--- src/rtl/jt053247_draw.sv ---
// Sprite line drawer: fetches one 16-pixel 4bpp tile row from ROM, applies
// horizontal zoom/flip and writes the opaque pixels into the line buffer.
module jt053247_draw #(
  parameter int HZ_FRAC = 6,
  parameter int MAXPX   = 256
) (
  input  logic        clk,
  input  logic        rst_n,
  input  logic        dr_start,
  output logic        dr_busy,
  input  logic [15:0] code,
  input  logic [9:0]  attr,
  input  logic        hflip,
  input  logic        vflip,
  input  logic [8:0]  hpos,
  input  logic [3:0]  ysub,
  input  logic [11:0] hzoom,
  input  logic        hz_keep,
  output logic [20:0] rom_addr,
  output logic        rom_cs,
  input  logic        rom_ok,
  input  logic [31:0] rom_data,
  output logic        buf_we,
  output logic [8:0]  buf_addr,
  output logic [13:0] buf_din
);

  // Accumulator holds up to (16<<HZ_FRAC)-1 plus a full 12-bit step, plus a guard bit.
  localparam int AW = HZ_FRAC + 8;
  localparam int CW = $clog2(MAXPX + 1);
  localparam logic [AW-1:0] LIMIT = AW'(16 << HZ_FRAC);
  localparam logic [11:0]   UNITY = 12'(1 << HZ_FRAC);

  typedef enum logic [1:0] {IDLE, FETCH0, FETCH1, DRAW} state_t;

  state_t         state, state_nxt;
  logic [9:0]     attr_l;
  logic           hflip_l;
  logic [11:0]    step_l;
  logic [8:0]     x, nxt_x;
  logic [AW-1:0]  acc;
  logic [CW-1:0]  cnt;
  logic [63:0]    pix_row;

  logic [3:0]     src, sel, pix;
  logic [AW-1:0]  acc_sum, acc_res;
  logic [8:0]     nxt_x_res;
  logic           over, sum_over, cnt_last, emit, draw_done;

  always_ff @(posedge clk or negedge rst_n) begin
    if (!rst_n) state <= IDLE;
    else        state <= state_nxt;
  end

  always_comb begin
    state_nxt = state;
    case (state)
      IDLE:    if (dr_start)  state_nxt = FETCH0;
      FETCH0:  if (rom_ok)    state_nxt = FETCH1;
      FETCH1:  if (rom_ok)    state_nxt = DRAW;
      DRAW:    if (draw_done) state_nxt = IDLE;
      default: state_nxt = IDLE;
    endcase
  end

  // Draw decisions: the exit is looked ahead by one step so the last opaque
  // pixel and the busy drop share an edge.
  always_comb begin
    src       = acc[HZ_FRAC+3:HZ_FRAC];
    sel       = hflip_l ? src : ~src;
    pix       = pix_row[{sel, 2'b00} +: 4];
    acc_sum   = acc + AW'(step_l);
    over      = acc >= LIMIT;
    sum_over  = acc_sum >= LIMIT;
    cnt_last  = cnt == CW'(MAXPX - 1);
    emit      = (state == DRAW) && !over;
    draw_done = over || sum_over || cnt_last;
    acc_res   = '0;
    nxt_x_res = x + 9'd1;
    if (over) begin
      acc_res   = acc - LIMIT;
      nxt_x_res = x;
    end else if (sum_over) begin
      acc_res   = acc_sum - LIMIT;
    end
  end

  always_ff @(posedge clk or negedge rst_n) begin
    if (!rst_n) begin
      dr_busy  <= 1'b0;
      rom_cs   <= 1'b0;
      rom_addr <= '0;
      buf_we   <= 1'b0;
      buf_addr <= '0;
      buf_din  <= '0;
      attr_l   <= '0;
      hflip_l  <= 1'b0;
      step_l   <= '0;
      x        <= '0;
      nxt_x    <= '0;
      acc      <= '0;
      cnt      <= '0;
      pix_row  <= '0;
    end else begin
      buf_we <= 1'b0;
      case (state)
        IDLE: if (dr_start) begin
          dr_busy  <= 1'b1;
          rom_cs   <= 1'b1;
          rom_addr <= {code, ysub ^ {4{vflip}}, 1'b0};
          attr_l   <= attr;
          hflip_l  <= hflip;
          step_l   <= (hzoom == 12'd0) ? UNITY : hzoom;
          cnt      <= '0;
          // A continuation tile resumes where the previous one left off.
          x        <= hz_keep ? nxt_x : hpos;
          if (!hz_keep) acc <= '0;
        end
        FETCH0: if (rom_ok) begin
          pix_row[63:32] <= rom_data;
          rom_addr[0]    <= 1'b1;
        end
        FETCH1: if (rom_ok) begin
          pix_row[31:0] <= rom_data;
          rom_cs        <= 1'b0;
        end
        DRAW: begin
          if (emit) begin
            buf_we   <= pix != 4'd0;
            buf_addr <= x;
            buf_din  <= {attr_l, pix};
            x        <= x + 9'd1;
            cnt      <= cnt + CW'(1);
            acc      <= acc_sum;
          end
          if (draw_done) begin
            dr_busy <= 1'b0;
            acc     <= acc_res;
            nxt_x   <= nxt_x_res;
          end
        end
        default: ;
      endcase
    end
  end

endmodule

--- config.mk ---
export PLATFORM = sky130hd
export DESIGN_NAME = jt053247_draw
export DESIGN_NICKNAME = d
export VERILOG_FILES = /design/src/rtl/jt053247_draw.sv
export SDC_FILE = /design/constraint.sdc
export NUM_CORES = 1
export LEC_CHECK = 0
export CAP_MARGIN = 20
export CELL_PAD_IN_SITES_DETAIL_PLACEMENT = 2
export CELL_PAD_IN_SITES_GLOBAL_PLACEMENT = 2
export CORE_ASPECT_RATIO = 1.5
export CORE_MARGIN = 8
export CORE_UTILIZATION = 37
export DETAILED_ROUTE_END_ITERATION = 7
export GPL_TIMING_DRIVEN = 0
export PLACE_DENSITY = 0.91
export SLEW_MARGIN = 20
export SYNTH_ARGS = -nofsm -noshare
export SYNTH_HDL_FRONTEND = slang
export SYNTH_SLANG_ARGS = --single-unit
--- constraint.sdc ---
create_clock -name clk -period 3 [get_ports clk]
set_input_delay 0.6 -clock clk [delete_from_list [all_inputs] [get_ports clk]]
set_output_delay 0.6 -clock clk [all_outputs]
set_load 0.05 [all_outputs]
==> flow_summary.yaml <==
pwr:
  pwr-share-seq_pct: 30.2
  vdd_drop_max_mv: 0.6638
  intPower_w: 0.008219
  p_sw_w: 0.006424
  leakage_nw: 4.727
  combPwrFrac_pct: 53.9
  clockPowerShare_pct: 15.9
  pwr_density_cell_mw_per_mm2: 1309
  p_sw_share_pct: 43.87
job:
  max-cap-violations: 0
floorplanning:
  core_area_mm2: 0.02306
  io_pins: 137
  fp-row-count: 68
  initial_core_util_pct: 37.73
  die_width_um: 141.2
  die-height_um: 203.8
  dieArea_mm2: 0.02877
clock_network:
  clkTransAtPathRegs_ns: 0.08
  clockBufferDepth: 2
  cts_buffers: 17
  holdBufCountCts: 0
  cts-root-buf: "clkbuf_16"
  cts_tree: "yes"
  h-tree-depth: 4
  clock_latency_ns: 0.45
  cts.sinks: 177
yosys:
  synth.cell_area_mm2: 0.008698
  synth-edff-count: 0
  synthCells: 687
  ys.flop_type: "dfrtp_1"
  synthesis.yosys.warnings: 0
  synth-seq-area-share_pct: 50.92
  ys_seq_elements: 177
  ys_async_sr_fraction_pct: 100.0
  synth_fp_nets: 800
  avgSynthCellArea_um2: 12.66
  yosysUniqueCellTypes: 62
setup_path:
  worstPathCellList: "ha_1 -> a21o_1 -> a21o_1 -> a21o_1 -> a21oi_1 -> o221ai_1 -> and2_2 -> a311oi_4 -> buf_12 -> a22o_1"
  worst-setup-path-type: "flip-flop to flip-flop"
  start_kind: "flip-flop"
  end_kind: "flip-flop"
  cp_data_required_time_ns: 3.38
  slowest_stage: "dfrtp_1"
  cp_max_fo: 10
  cpMostUsedCell: "a21o_1"
  cp_data_arrival_time_ns: 3.28
  cpPeakStageDelay_ns: 0.47
final_layout:
  nFillCells: 2237
  multiInputGateArea_mm2: 0.004148
  final_cell_mix: "dfrtp_1 (177), mux2_2 (133), clkdlybuf4s50_1 (132)"
  register_area_mm2: 0.004429
  area_delta_synth_final_pct: 28.62
  layout_commonest_cell: "dfrtp_1"
  fin_util_pct: 48.52
  insertedDiodeCount: 0
  nets: 959
  drive_gt1_share_pct: 26.11
placement:
  gp_congestion: 0.7793
  hpwl_um: 20000
  dp_slack_ns: -0.2905
  io_buffers: 133
route:
  drt_wl_total_um: 29030
  drtIter0Drc: 213
  viasPerCell: 5.450
  drc_errors: 0
  routedWlPerCell_um: 24.75
  antenna_left: 0
  vias: 6393
  drt_pass1_iterations: 4
global_routing:
  grt.total_usage_pct: 20.73
  grt.overflow.total: 0
  antenna_found_initial: 0
  first_global_vias: 7589
  grt_pass1_wl_um: 45260
  grt_max_degree: 97
timing:
  hold_ws_ns: 0.1624
  clock_skew_ns: 0.01253
  drv_slew: 0
  setup-violations-final: 0
  finalHoldViolations: 0
  slew_headroom_pct: 42.83
  clock.fmax_ghz: 0.3438
  fin_ws_ns: 0.09162
  worst_pin_slew_ns: 0.8575
  fin_crit_sh_pct: 96.95
  fin_crit_ns: 2.908
run_status:
  status: "complete, no violations"
worst_hold_path:
  hp-class: "input pin to async pin"
-- flip-flops by register name, indices dropped and copies added (netlist names) --
signal    count
buf_din      14
cnt           9
hflip_l       1
state         2
rom_addr     21
buf_addr      9
x             9
step_l       12
pix_row      64
acc          14
attr_l       10
nxt_x         9
dr_busy       1
buf_we        1
rom_cs        1
-- stage by stage --
stage,setup TNS [ns],instances,total power [W],cell area [µm²]
6_report,0,1173,0.01464,11190
5_1_grt,-0.007012,1173,0.01540,11190
4_1_cts,-0.001854,1171,0.01460,11130
3_5_place_dp,-4.861,1136,0.01188,10460
3_3_place_gp,-1094.00,1135,0.01137,10420
2_1_floorplan,0,687,0.009438,8698
-- worst max-delay path: cells and delay by family, from the launching register on --
| family | cells | cell delay (ns) |
|---|---|---|
| DFF | 1 | 0.47 |
| and+or+nand+nor | 1 | 0.27 |
| AOI/OAI and AO/OA | 7 | 1.51 |
| buffers and inverters | 1 | 0.18 |
| adders and majority gates | 1 | 0.41 |
-- routing by layer --
metal / track usage (%) / share of wire (%) / wire length [µm] / up-vias
met5: 0 / 0 / 0 / -
met4: 8.744 / 2.7 / 792 / 0
met3: 3.675 / 3.5 / 1005 / 43
met2: 40.88 / 59 / 17000 / 141
met1: 20.64 / 35 / 10230 / 3388
li1: - / - / - / 2821
-- power by group through the flow --
stage / Combinational [W] / Clock [W] / Sequential, W
2_1_floorplan: 0.00426 / 0 / 0.00518
3_3_place_gp: 0.00712 / 0 / 0.00425
3_5_place_dp: 0.00749 / 0 / 0.00439
4_1_cts: 0.00781 / 0.00237 / 0.00441
5_1_grt: 0.00841 / 0.00245 / 0.00454
6_report: 0.00789 / 0.00233 / 0.00442
-- logic make-up after synthesis --
kind of cell | after synthesis | share of synthesized area [%]
DFF | 177 | 50.92
muxes | 158 | 22.99
and+or+nand+nor | 136 | 7.422
AOI/OAI and AO/OA | 126 | 10.27
buffers and inverters | 42 | 2.100
xor gates and xnor gates | 25 | 2.906
adders and majority gates | 23 | 3.395
-- area by class of cell --
class                   instances  area share (%)
inverters                      11          0.3690
plain buffers                  31           1.286
clock buffers                  17           3.802
well taps                     315           3.523
multi-input cells             468           37.07
clock inverters                14           1.543
repair buffers                140           12.82
flip-flops and latches        177           39.59
-- worst paths after layout --
kind	startpoint	endpoint	slack, ns	cells after the start
max reg2reg	acc[7]$_DFFE_PN0P_	acc[7]$_DFFE_PN0P_	0.09	10
max	acc[7]$_DFFE_PN0P_	acc[7]$_DFFE_PN0P_	0.09	10
min in group clk	nxt_x[7]$_DFFE_PN0P_	nxt_x[7]$_DFFE_PN0P_	0.48	2
max in group asynchronous	rst_n	attr_l[6]$_DFFE_PN0P_	1.90	2
min	rst_n	rom_addr[10]$_DFFE_PN0P_	0.16	1
min reg2reg	nxt_x[7]$_DFFE_PN0P_	nxt_x[7]$_DFFE_PN0P_	0.48	2
-- cell usage after synthesis (5+ instances only) --
cell / instances / share of area, %
nand2b_1: 9 / 0.65
nor2_1: 19 / 0.82
buf_2: 5 / 0.29
dfrtp_1: 177 / 51
nor3_1: 11 / 0.63
o21ai_1: 10 / 0.58
clkbuf_1: 16 / 0.69
nand2_1: 54 / 2.3
o21ai_0: 29 / 1.7
xor2_1: 10 / 1.0
xnor2_1: 12 / 1.2
nand3_1: 17 / 0.98
o22ai_1: 7 / 0.50
buf_1: 7 / 0.30
a21o_1: 8 / 0.69
a21oi_1: 33 / 1.9
and3_1: 8 / 0.58
inv_1: 11 / 0.47
mux4_2: 20 / 5.2
mux2_2: 133 / 17
a22o_1: 12 / 1.2
ha_1: 22 / 3.2
-- timing repair --
item	4_1_cts	5_1_grt
endpoints found under the setup margin	34	28
pin swaps	3	1
buffers inserted	4	2
resized for setup	4	6
Note: power is estimated with default switching activity, not from simulation.
